===== src/rtl/multicycle_ctrl.sv =====
// multicycle_ctrl: control FSM for a five-stage-style multicycle RISC-V datapath.
// The FSM sequences fetch, decode, execute, memory and writeback. A wait counter
// halts the machine with a sticky Error if a memory access stalls too long.
// Optional build macro ILLEGAL_TRAP_EN: when defined, an illegal opcode halts the
// machine with Error=1. When undefined (default), an illegal opcode retires as a NOP.
module multicycle_ctrl #(
    parameter int MAX_WAIT = 15,
    parameter int WAIT_W   = 4
) (
    input  logic        clk,
    input  logic        Reset,
    input  logic        Start,
    input  logic [31:0] Instruction,
    input  logic        Zero,
    input  logic        MemReady,
    output logic        PcWrite,
    output logic        PcSrc,
    output logic        IrWrite,
    output logic        InsMemRead,
    output logic        MemRead,
    output logic        MemWrite,
    output logic        MemtoReg,
    output logic        RegWrite,
    output logic        AluSrc,
    output logic        Busy,
    output logic        Error,
    output logic [1:0]  AluOp,
    output logic [2:0]  State,
    output logic [31:0] InstrCount
);

    typedef enum logic [2:0] {
        S_IDLE   = 3'd0,
        S_FETCH  = 3'd1,
        S_DECODE = 3'd2,
        S_EXEC   = 3'd3,
        S_MEM    = 3'd4,
        S_WB     = 3'd5,
        S_HALT   = 3'd6
    } state_t;

    localparam logic [6:0] OP_R    = 7'b0110011;
    localparam logic [6:0] OP_LD   = 7'b0000011;
    localparam logic [6:0] OP_SD   = 7'b0100011;
    localparam logic [6:0] OP_BEQ  = 7'b1100011;
    localparam logic [6:0] OP_ADDI = 7'b0010011;

    localparam logic [WAIT_W-1:0] WAIT_LIMIT = WAIT_W'(MAX_WAIT);

    state_t              r_state;
    state_t              w_state_next;
    logic [6:0]          r_opcode;
    logic [6:0]          w_opcode_next;
    logic [WAIT_W-1:0]   r_wait;
    logic [WAIT_W-1:0]   w_wait_next;
    logic [WAIT_W-1:0]   w_wait_inc;
    logic [31:0]         r_instr_count;
    logic                r_error;
    logic                w_error_set;
    logic                w_is_r;
    logic                w_is_ld;
    logic                w_is_sd;
    logic                w_is_beq;
    logic                w_is_addi;
    logic                w_legal;
    logic                w_unused_instr;

    // Only the opcode field is decoded; the rest of the word is for the datapath.
    assign w_unused_instr = ^Instruction[31:7];

    assign w_is_r    = (r_opcode == OP_R);
    assign w_is_ld   = (r_opcode == OP_LD);
    assign w_is_sd   = (r_opcode == OP_SD);
    assign w_is_beq  = (r_opcode == OP_BEQ);
    assign w_is_addi = (r_opcode == OP_ADDI);
    assign w_legal   = w_is_r | w_is_ld | w_is_sd | w_is_beq | w_is_addi;

    assign w_wait_inc = r_wait + 1'b1;

    assign State      = r_state;
    assign Error      = r_error;
    assign InstrCount = r_instr_count;

    // Next-state and control decode; IrWrite and the MEM/FETCH exits are Mealy on MemReady.
    always_comb begin
        w_state_next  = r_state;
        w_opcode_next = r_opcode;
        w_wait_next   = '0;
        w_error_set   = 1'b0;
        PcWrite       = 1'b0;
        PcSrc         = 1'b0;
        IrWrite       = 1'b0;
        InsMemRead    = 1'b0;
        MemRead       = 1'b0;
        MemWrite      = 1'b0;
        MemtoReg      = 1'b0;
        RegWrite      = 1'b0;
        AluSrc        = 1'b0;
        Busy          = 1'b0;
        AluOp         = 2'b00;

        case (r_state)
            S_IDLE: begin
                if (Start) begin
                    w_state_next = S_FETCH;
                end
            end

            S_FETCH: begin
                Busy       = 1'b1;
                InsMemRead = 1'b1;
                IrWrite    = MemReady;
                if (MemReady) begin
                    w_opcode_next = Instruction[6:0];
                    w_state_next  = S_DECODE;
                end else begin
                    w_wait_next = w_wait_inc;
                    if (w_wait_inc == WAIT_LIMIT) begin
                        w_state_next = S_HALT;
                        w_error_set  = 1'b1;
                    end
                end
            end

            S_DECODE: begin
                Busy = 1'b1;
                if (w_legal) begin
                    w_state_next = S_EXEC;
                end else begin
`ifdef ILLEGAL_TRAP_EN
                    w_state_next = S_HALT;
                    w_error_set  = 1'b1;
`else
                    // Illegal opcode retires as a NOP: advance PC to PC+4.
                    PcWrite      = 1'b1;
                    w_state_next = S_FETCH;
`endif
                end
            end

            S_EXEC: begin
                Busy   = 1'b1;
                AluSrc = w_is_ld | w_is_sd | w_is_addi;
                if (w_is_beq) begin
                    AluOp = 2'b01;
                end else if (w_is_r | w_is_addi) begin
                    AluOp = 2'b10;
                end else begin
                    AluOp = 2'b00;
                end

                if (w_is_r | w_is_addi) begin
                    w_state_next = S_WB;
                end else if (w_is_ld | w_is_sd) begin
                    w_state_next = S_MEM;
                end else begin
                    // beq resolves here; any unexpected opcode also just advances.
                    PcWrite      = 1'b1;
                    PcSrc        = w_is_beq & Zero;
                    w_state_next = S_FETCH;
                end
            end

            S_MEM: begin
                Busy     = 1'b1;
                MemRead  = w_is_ld;
                MemWrite = w_is_sd;
                if (MemReady) begin
                    if (w_is_ld) begin
                        w_state_next = S_WB;
                    end else begin
                        PcWrite      = 1'b1;
                        w_state_next = S_FETCH;
                    end
                end else begin
                    w_wait_next = w_wait_inc;
                    if (w_wait_inc == WAIT_LIMIT) begin
                        w_state_next = S_HALT;
                        w_error_set  = 1'b1;
                    end
                end
            end

            S_WB: begin
                Busy         = 1'b1;
                RegWrite     = 1'b1;
                MemtoReg     = w_is_ld;
                PcWrite      = 1'b1;
                w_state_next = S_FETCH;
            end

            S_HALT: begin
                w_state_next = S_HALT;
            end

            default: begin
                w_state_next = S_IDLE;
            end
        endcase
    end

    // State, opcode, wait counter, retire counter and sticky error registers.
    always_ff @(posedge clk) begin
        if (Reset) begin
            r_state       <= S_IDLE;
            r_opcode      <= '0;
            r_wait        <= '0;
            r_instr_count <= '0;
            r_error       <= 1'b0;
        end else begin
            r_state  <= w_state_next;
            r_opcode <= w_opcode_next;
            r_wait   <= w_wait_next;
            if (PcWrite) begin
                r_instr_count <= r_instr_count + 32'd1;
            end
            if (w_error_set) begin
                r_error <= 1'b1;
            end
        end
    end

endmodule

===== config.mk =====
export PLATFORM = sky130hd
export DESIGN_NAME = multicycle_ctrl
export DESIGN_NICKNAME = d
export VERILOG_FILES = /design/src/rtl/multicycle_ctrl.sv
export SDC_FILE = /design/constraint.sdc
export NUM_CORES = 1
export LEC_CHECK = 0
export ABC_CLOCK_PERIOD_IN_PS = 2200
export CAP_MARGIN = 20
export CORE_UTILIZATION = 42
export CTS_BUF_LIST = sky130_fd_sc_hd__clkbuf_8
export DETAILED_ROUTE_END_ITERATION = 10
export GPL_TIMING_DRIVEN = 0
export PLACE_DENSITY = 0.78
export SLEW_MARGIN = 5
export SYNTH_ARGS = -nofsm -noshare
export SYNTH_HDL_FRONTEND = slang
export SYNTH_SLANG_ARGS = --single-unit

===== constraint.sdc =====
create_clock -name clk -period 2.2 [get_ports clk]
set_input_delay 0.44 -clock clk [delete_from_list [all_inputs] [get_ports clk]]
set_output_delay 0.44 -clock clk [all_outputs]
set_load 0.02 [all_outputs]

==> summary.txt, run 1 <==
Timing
  – Max-slew violation total from the final report: 0
  – Transition time at the pin with the least slew margin: about 580 ps
  – RSZ-0062 raised after global routing: yes
  – Setup slack after layout: -151 ps
  – Achievable Freq: between 400 and 500 MHz
  – Hold violation count in the final report: 0
  – Final clock skew: roughly 8 ps
  – TNS Setup: -1310 ps
  – Fin crit share: 107%
  – Worst hold slack after final layout: approximately 480 ps
  – Time the worst path needs with I/O delays and setup: between 2000 and 2500 ps
  – Slew HR: 61.0%
  – Number of failing setup endpoints in the final timing report: 24

Final layout
  – Leading cell types in the layout, fill and taps excluded: 46 x sky130_fd_sc_hd__clkdlybuf4s50_1, 36 x sky130_fd_sc_hd__dfxtp_1, 25 x sky130_fd_sc_hd__nor2_1, 20 x sky130_fd_sc_hd__buf_4, 17 x sky130_fd_sc_hd__a21oi_1
  – Number of nets in the layout: roughly 430
  – Diode count: 0
  – Filler cell count: between 400 and 500
  – Most common cell after layout, fill and taps aside: sky130_fd_sc_hd__clkdlybuf4s50_1
  – Syn-to-layout area delta: 57.4%
  – Non-filler instance count after layout: 458
  – Share of layout cells above drive strength 1: between 30 and 40%
  – Post-layout instance area: 0.00386 mm^2

Drt
  – DRC violation count after routing: 0
  – Post-DRT Antenna Nets: 0
  – DR pass1 iterations: 4
  – Via count: ~2700
  – Final routed wirelength across all metal layers: 7.74 mm
  – DR WL/cell: about 17 um
  – Vias per cell: 5.88
  – Violation count after the first detailed-route iteration: approximately 250

Clock tree
  – Worst-skew pair later-pin latency: ~300 ps
  – Clock root buffer: sky130_fd_sc_hd__clkbuf_8
  – Clock Pin Slew Worst Setup and Hold Paths: roughly 90 ps
  – H-tree levels: 2
  – Maximum count of clock buffers along a single path: 2
  – # clock sinks: between 40 and 50
  – Number of clock buffers inserted by TritonCTS: 5
  – TritonCTS clock tree: yes
  – Hold buffers post-CTS: 0

Placed design
  – Placed cell count: around 430
  – Post-DP Area: ~0.0031 mm^2
  – Final RePlAce weighted congestion: 0.845
  – Worst slack, placed: -687 ps
  – Port bufs: a little under 60
  – HPWL after detailed placement: 4.59 mm

Floorplanning
  – Starting density of the core: 44.1%
  – Number of I/O pins: 85
  – Vertical die dimension: 78.5 um
  – Area of the placeable core: ~0.0056 mm^2
  – Die X: slightly below 80 um
  – Num rows: 27
  – Area of the die: a little over 0.006 mm^2

Worst hold path
  – Sink of the worst hold path: Error
  – Origin of the worst min-delay path: Error
  – Worst hold path depth: 2
  – Class of the tightest hold or removal check: reg2reg

Run status
  – Result of the run: complete, but fails checks
  – Violated checks: setup timing

Synthesis
  – Sequential fraction of the synthesis area: between 30% and 40%
  – Mapped Area: between 0.002 and 0.0025 mm^2
  – Net Count, Synth: around 340
  – Area leader, netlist: sky130_fd_sc_hd__dfxtp_1
  – Number of enable flip-flop cells after synthesis: 0
  – Top cell type's share of synthesized area: between 30% and 40%
  – Asr flop ratio synth: 0%
  – Top FF cell, synth: sky130_fd_sc_hd__dfxtp_1
  – Average cell area after synthesis: between 8 and 9 um^2
  – Syn Inst Count: roughly 300
  – Number of synthesized register bits: between 40 and 50
  – Synthesis Warnings: 0
  – Count of cell types in the netlist: 50
  – Cell types with the largest area share after synthesis: sky130_fd_sc_hd__dfxtp_1 38%, sky130_fd_sc_hd__a21oi_1 5.3%, sky130_fd_sc_hd__o31ai_1 4.3%

Setup path
  – Arrival time reported for the critical path endpoint: approximately 1900 ps
  – Highest fanout seen on the critical path: 3
  – Reg2reg end: InstrCount[8]
  – Capturing element type of the critical path: output port
  – Length in cells of the worst reg-to-reg path: 9
  – Worst Setup Path Type: reg2out
  – Critical path required time: 1760 ps
  – Worst R2R Start: r_opcode[1]
  – Minimum setup slack among reg-to-reg paths: -110 ps
  – Kind of start point of the critical path: register

Pwr
  – Leakage dissipation: approximately 0.0013 uW
  – Power density relative to cell area: 392 mW/mm^2
  – Max VDD drop: about 0.22 mV

Global route
  – Antenna violations before repair: 0
  – Remaining global-route overflow: 0
  – Via count of the first global-routing pass: 2405
  – Total global routing track utilization: between 20% and 30%
  – First-pass GRT wire length: 11.2 mm
  – Pin count of the biggest net entering global routing: 15

Run
  – Reported max-cap violation count: 0
[critical path, stage by stage (launching register included)]
cell and delay (ps):
sky130_fd_sc_hd__dfxtp_4 370, sky130_fd_sc_hd__or4bb_4 550, sky130_fd_sc_hd__or3_4 370, sky130_fd_sc_hd__nor4_4 140, sky130_fd_sc_hd__buf_4 180
[area by class of cell]
cell class              instances  area, um^2  area share, %
plain buffers                  13        93.8           2.43
clock buffers                   5        68.8           1.78
clock inverters                 3        16.3          0.421
inverters                      13        48.8           1.26
multi-input cells             219        1730           44.7
flip-flops and latches         47         957           24.8
well taps                      72        90.1           2.33
repair buffers                 86         863           22.3
[stage by stage]
| stage | power (uW) | utilization [%] |
|---|---|---|
| floorplan | 960 | - |
| global placement | 1010 | 56.5 |
| detailed placement | 1010 | 56.5 |
| CTS | 1530 | 62.2 |
| global route | 1580 | 69.3 |
| finish | 1520 | 69.3 |
[flip-flops by register name, summed over array words and instances (netlist names)]
signal	count
Error	1
InstrCount	32
State	3
r_opcode	7
r_wait	4
[logic make-up (layout without fill, tap and decap cells)]
| kind of cell | Yosys count | count (layout) | share of synthesized area, % |
|---|---|---|---|
| flip-flops | 47 | 47 | 38.3 |
| AND/OR/NAND/NOR | 128 | 128 | 30.4 |
| adder cells (fa/ha/maj) | 3 | 3 | 1.53 |
| multiplexers | 10 | 10 | 4.18 |
| XOR/XNOR | 7 | 7 | 2.50 |
| AO/OA/AOI/OAI | 71 | 71 | 17.5 |
| buffers and inverters | 29 | 120 | 5.65 |
[worst max-delay path by stage]
| stage | cells after the start | from | to |
|---|---|---|---|
| finish | 4 | r_opcode[2] | MemWrite |
| global route | 4 | r_opcode[2] | MemWrite |
| CTS | 4 | r_opcode[2] | MemWrite |
| detailed placement | 5 | MemReady | PcWrite |
| global placement | 5 | MemReady | PcWrite |
| floorplan | 4 | r_opcode[0] | PcSrc |
[layer usage]
layer  track usage (%)  wire [um]  vias up
met3              5.00        576       26
met4              10.4        313        0
li1                  -          -     1272
met2              38.9       3820      142
met1              28.1       3030     1254
met5                 0          0        -
[synthesized netlist by cell type, types with 5 or more instances]
master                     count
sky130_fd_sc_hd__a21oi_1      26
sky130_fd_sc_hd__clkbuf_1      9
sky130_fd_sc_hd__dfxtp_1      47
sky130_fd_sc_hd__inv_1        13
sky130_fd_sc_hd__mux2i_1       8
sky130_fd_sc_hd__nand2_1      13
sky130_fd_sc_hd__nand3_1      14
sky130_fd_sc_hd__nand4_1      10
sky130_fd_sc_hd__nor2_1       27
sky130_fd_sc_hd__nor3_1        6
sky130_fd_sc_hd__nor4_1        7
sky130_fd_sc_hd__o21ai_0      19
sky130_fd_sc_hd__o31ai_1      14
sky130_fd_sc_hd__or3_1        10
sky130_fd_sc_hd__or4_1        14
sky130_fd_sc_hd__xnor2_1       5
[timing repair]
action	in CTS	in global routing
resized for setup	75	84
pin swaps	10	43
gates cloned	1	1
buffers inserted	16	10
setup endpoints to repair	38	36
[where the power goes]
group	leakage [uW]	internal, uW	switching [uW]	total, uW
logic	0.000857	60.1	70.7	131
registers	0.000385	860	12.1	872
clock network	0.0000453	218	295	513
total	0.00129	1140	378	1520
Power figures use the tool's default switching activity.
==> inputs of run 2 (changes only) <==
Settings changed: CORE_MARGIN set to 5, CORE_UTILIZATION 42 to 40, PLACE_DENSITY 0.78 to 0.75.
==> summary.txt, run 2 (synthesis gave the netlist of run 1 again) <==
Final layout
  – Most common cell after layout, fill and taps aside: sky130_fd_sc_hd__clkdlybuf4s50_1
  – Post-layout utilization of the core: approximately three fifths
  – Area of all sequential standard cells: ~950 um^2
  – Diode count: 0
  – Max reg flops: 32
  – Share of layout cells above drive strength 1: 20.8%
  – Non-filler instance count after layout: roughly 450
  – Number of nets in the layout: 418
  – Leading cell types in the layout, fill and taps excluded: 46 x sky130_fd_sc_hd__clkdlybuf4s50_1, 38 x sky130_fd_sc_hd__dfxtp_1, 26 x sky130_fd_sc_hd__nor2_1, 25 x sky130_fd_sc_hd__a21oi_1, 21 x sky130_fd_sc_hd__buf_4
  – Syn-to-layout area delta: 44.5%
  – Post-layout instance area: between 0.003 and 0.004 mm^2
  – Area taken by multi-input logic gates: around 0.0015 mm^2
  – Filler cell count: about 570

Setup path
  – Worst Setup Path Type: reg2out
  – Kind of start point of the critical path: register
  – Highest fanout seen on the critical path: 3
  – Arrival time reported for the critical path endpoint: ~1900 ps
  – Critical path required time: ~1800 ps
  – Capturing element type of the critical path: output port

Global route
  – Antenna violations before repair: 0
  – Remaining global-route overflow: 0
  – Via count of the first global-routing pass: ~2500
  – Pin count of the biggest net entering global routing: 15
  – Total global routing track utilization: a little under a fifth
  – First-pass GRT wire length: 11.5 mm

Pwr
  – Leakage dissipation: roughly 0.0012 uW
  – Max VDD drop: roughly 0.26 mV
  – Power density relative to cell area: 473 mW/mm^2
  – Clock Power Share: around two fifths
  – Switching power as a share of total power: ~23%
  – Internal power consumption: 1290 uW
  – Switching Power: 389 uW
  – Part of the power in registers: between 50% and 60%
  – Combinational share of power: under 10%

Drt
  – Final routed wirelength across all metal layers: approximately 7.3 mm
  – Post-DRT Antenna Nets: 0
  – Violation count after the first detailed-route iteration: around 170
  – Via count: around 2600
  – DR pass1 iterations: 5
  – Vias per cell: between 5 and 6
  – DRC violation count after routing: 0
  – DR WL/cell: 16.1 um

Floorplanning
  – Area of the placeable core: about 0.006 mm^2
  – Vertical die dimension: between 80 and 90 um
  – Area of the die: ~0.0078 mm^2
  – Starting density of the core: roughly two fifths
  – Num rows: 28
  – Number of I/O pins: 85
  – Die X: ~90 um

Run
  – Reported max-cap violation count: 0

Timing
  – RSZ-0062 raised after global routing: yes
  – TNS Setup: -1230 ps
  – Fin crit share: 107%
  – Number of failing setup endpoints in the final timing report: 15
  – Max-slew violation total from the final report: 0
  – Transition time at the pin with the least slew margin: between 500 and 600 ps
  – Achievable Freq: about 430 MHz
  – Slew HR: between 60 and 70%
  – Time the worst path needs with I/O delays and setup: ~2300 ps
  – Final clock skew: around 15 ps
  – Hold violation count in the final report: 0
  – Setup slack after layout: -144 ps

Placed design
  – HPWL after detailed placement: between 4 and 5 mm
  – Port bufs: 58
  – Placed cell count: 428
  – Final RePlAce weighted congestion: between 0.8 and 0.9
  – Post-DP Area: 0.00315 mm^2

Worst hold path
  – Class of the tightest hold or removal check: reg2reg

Run status
  – Violated checks: setup timing
  – Result of the run: complete, but fails checks

Clock tree
  – # clock sinks: 47
  – Clock root buffer: sky130_fd_sc_hd__clkbuf_8
  – Number of clock buffers inserted by TritonCTS: 5
  – Worst-skew pair later-pin latency: around 320 ps
  – TritonCTS clock tree: yes
  – Clock Pin Slew Worst Setup and Hold Paths: ~100 ps
  – H-tree levels: 2
  – Maximum count of clock buffers along a single path: 2
-- run 2: cell types whose count changed in the layout (fill, tap and decap cells not counted), sizes merged --
cell,before,now
buf,41,35
bufinv,0,1
clkinvlp,1,0
dlygate4sd2,3,4
dlymetal6s2s,1,0
inv,14,13
-- run 2: final timing paths --
path | endpoint | startpoint | cells past startpoint | slack, ps
max | MemWrite | r_opcode[2] | 4 | -140
min | Error | Error | 2 | 480
max reg2reg | InstrCount[22] | r_opcode[2] | 10 | -130
min reg2reg | Error | Error | 2 | 480
-- run 2: repair_timing --
action / 4_1_cts / 5_1_grt
gates cloned: 0 / 2
gates resized for setup: 71 / 22
endpoints found under the setup margin: 38 / 32
pin swaps: 5 / 6
hold buffers: 0 / 0
setup buffers: 10 / 7
-- run 2: area by class of cell --
type,instances,share of cell area (%)
plain buffers,15,3.49
clock inverters,2,0.987
flip-flops and latches,47,26.9
multi-input cells,219,42.5
inverters,13,1.38
clock buffers,6,2.33
repair buffers,77,19.7
well taps,75,2.64
-- run 2: power by group through the flow --
| stage | Combinational [uW] | Sequential, uW | Clock (uW) |
|---|---|---|---|
| 2_1_floorplan | 69.8 | 891 | 0 |
| 3_5_place_dp | 124 | 890 | 0 |
| 6_report | 129 | 872 | 676 |
| 5_1_grt | 141 | 874 | 724 |
| 4_1_cts | 125 | 872 | 693 |
| 3_3_place_gp | 123 | 889 | 0 |
-- run 2: metal layers --
metal | wire length [um] | track usage (%)
met2 | 3560 | 31.7
met3 | 582 | 5.21
met4 | 91 | 5.77
met5 | 0 | 0
met1 | 3080 | 22.8
-- run 2: worst max-delay path, cell delays in order, from the launching register on --
cell and delay (ps):
sky130_fd_sc_hd__dfxtp_2 360, sky130_fd_sc_hd__or4bb_4 550, sky130_fd_sc_hd__or3_4 370, sky130_fd_sc_hd__nor4_4 130, sky130_fd_sc_hd__buf_4 180
-- run 2: through the flow --
stage	total power (uW)	hold slack, ps	setup WS, ps
3_5_place_dp	1010	474	-692
4_1_cts	1690	487	-162
2_1_floorplan	960	446	-9.77
6_report	1680	481	-144
5_1_grt	1740	499	-186
3_3_place_gp	1010	464	-699
==> inputs of run 3 (changes only) <==
Settings changed: ABC_CLOCK_PERIOD_IN_PS 2200 to 2080, PLACE_DENSITY 0.75 to unset, PLACE_DENSITY_LB_ADDON set to 0.15.
Clock period 2.2 ns to 2.08 ns, I/O delays scaled along.
==> summary.txt, run 3 (synthesis gave the netlist of run 1 again) <==
Final layout
  – Non-filler instance count after layout: ~470
  – Number of nets in the layout: 438
  – Leading cell types in the layout, fill and taps excluded: 45 x sky130_fd_sc_hd__clkdlybuf4s50_1, 43 x sky130_fd_sc_hd__buf_4, 34 x sky130_fd_sc_hd__dfxtp_1, 25 x sky130_fd_sc_hd__nor2_1, 20 x sky130_fd_sc_hd__a21oi_1
  – Max reg flops: 32
  – Syn-to-layout area delta: 60.7%
  – Post-layout utilization of the core: 66.3%
  – Most common cell after layout, fill and taps aside: sky130_fd_sc_hd__clkdlybuf4s50_1
  – Diode count: 0
  – Share of layout cells above drive strength 1: about a third

Placed design
  – HPWL after detailed placement: around 4.7 mm
  – Port bufs: just under 60
  – Final RePlAce weighted congestion: between 0.7 and 0.8
  – Placed cell count: between 400 and 500

Setup path
  – Highest fanout seen on the critical path: 3
  – Worst Setup Path Type: reg2out
  – Kind of cell adding the most delay to the critical path: simple AND/OR/NAND/NOR gates
  – Arrival time reported for the critical path endpoint: about 1900 ps
  – Critical path required time: 1660 ps
  – CP max stage delay: between 500 and 600 ps
  – Capturing element type of the critical path: output port
  – Ordered list of cells on the worst path: or4bb_4 > or3_4 > nor4_4 > buf_4
  – Buffering stage count on the worst path with inverters included: 1
  – Kind of start point of the critical path: register
  – Highest-delay cell along the critical path: sky130_fd_sc_hd__or4bb_4

Clock tree
  – Clock root buffer: sky130_fd_sc_hd__clkbuf_8
  – H-tree levels: 2
  – Worst-skew pair later-pin latency: around 310 ps
  – # clock sinks: 47
  – Number of clock buffers inserted by TritonCTS: 5
  – Clock Pin Slew Worst Setup and Hold Paths: around 80 ps
  – Maximum count of clock buffers along a single path: 2
  – Hold buffers post-CTS: 0
  – TritonCTS clock tree: yes

Drt
  – Post-DRT Antenna Nets: 0
  – Via count: about 2700
  – DRC violation count after routing: 0
  – DR WL/cell: roughly 17 um
  – Violation count after the first detailed-route iteration: 200
  – DR pass1 iterations: 5
  – Vias per cell: ~5.8
  – Final routed wirelength across all metal layers: around 7.8 mm

Floorplanning
  – Area of the die: between 0.007 and 0.008 mm^2
  – Die X: 88.4 um
  – Vertical die dimension: 88.4 um
  – Number of I/O pins: 85
  – Num rows: 28
  – Area of the placeable core: 0.00596 mm^2
  – Starting density of the core: about two fifths

Timing
  – Time the worst path needs with I/O delays and setup: 2320 ps
  – Max-slew violation total from the final report: 0
  – Number of failing setup endpoints in the final timing report: 22
  – Hold violation count in the final report: 0
  – Setup slack after layout: -245 ps
  – Slew HR: a little under three fifths
  – Achievable Freq: about 430 MHz
  – Fin crit share: 112%
  – TNS Setup: -2000 ps
  – Final clock skew: ~11 ps
  – RSZ-0062 raised after global routing: yes
  – Transition time at the pin with the least slew margin: between 600 and 700 ps

Global route
  – Via count of the first global-routing pass: 2464
  – Pin count of the biggest net entering global routing: 15
  – Total global routing track utilization: a little under a fifth
  – Antenna violations before repair: 0
  – First-pass GRT wire length: approximately 12 mm
  – Remaining global-route overflow: 0

Pwr
  – Max VDD drop: 0.259 mV
  – Total design power: roughly 1700 uW
  – Power density relative to cell area: 422 mW/mm^2
  – Leakage dissipation: around 0.0013 uW

Run
  – Reported max-cap violation count: 0

Run status
  – Violated checks: setup timing
  – Result of the run: complete, but fails checks

Worst hold path
  – Class of the tightest hold or removal check: reg2reg
-- run 3: changes by cell type in the layout (fill, tap and decap cells not counted), sizes merged --
| cell | before | now |
|---|---|---|
| inv | 13 | 14 |
| bufinv | 1 | 0 |
| clkbuf | 13 | 15 |
| clkdlybuf4s15 | 0 | 2 |
| buf | 35 | 54 |
| dlymetal6s2s | 0 | 1 |
| clkdlybuf4s50 | 46 | 45 |
| dlygate4sd2 | 4 | 1 |
-- run 3: final timing paths --
check,to,slack [ps],cells after the start,from
setup / recovery,MemWrite,-240,4,r_opcode[2]
hold / removal,Error,480,2,Error
setup reg to reg,InstrCount[8],-140,9,r_opcode[2]
hold reg to reg,Error,480,2,Error
-- run 3: layout make-up --
type                            instances  area, um^2
Buffer                                 14         115
Clock buffer                            6        82.6
Clock inverter                          2        8.76
Fill cell                             510        2010
Inverter                               13        48.8
Multi-Input combinational cell        219        1710
Sequential cell                        47         967
Tap cell                               75        93.8
Timing Repair Buffer                   98         923
-- run 3: through the flow --
stage / setup slack [ps] / hold slack (ps) / cell area (um^2)
floorplan: -106 / 446 / 2490
global placement: -771 / 463 / 3160
detailed placement: -801 / 470 / 3160
CTS: -239 / 483 / 3520
global route: -316 / 517 / 3950
finish: -245 / 479 / 3950
-- run 3: layer usage --
layer,global-route usage [%],up-vias,routed length (um)
met5,0,-,0
met4,7.69,0,167
met3,3.54,16,466
met2,32.3,106,3950
met1,23.7,1307,3240
li1,-,1300,-
-- run 3: what timing repair did --
item                                   4_1_cts  5_1_grt
gates resized for setup                     86       73
pin swaps                                   13       42
setup endpoints to repair                   38       37
endpoints found under the hold margin        0        0
setup buffers                               15       22
gates cloned                                 1        2
-- run 3: report_power, final --
| group | internal, uW | leakage [uW] | switching (uW) | total (uW) |
|---|---|---|---|---|
| Combinational | 78.9 | 0.000898 | 83.8 | 163 |
| Sequential | 908 | 0.000387 | 13.2 | 921 |
| Clock | 264 | 0.0000524 | 317 | 581 |
-- run 3: worst register-to-register path, delay by kind of cell, from the launching register on --
kind / cells / cell delay, ps
compound gates: 1 / 110
flops: 1 / 360
buf+inv: 4 / 600
simple gates: 4 / 1110
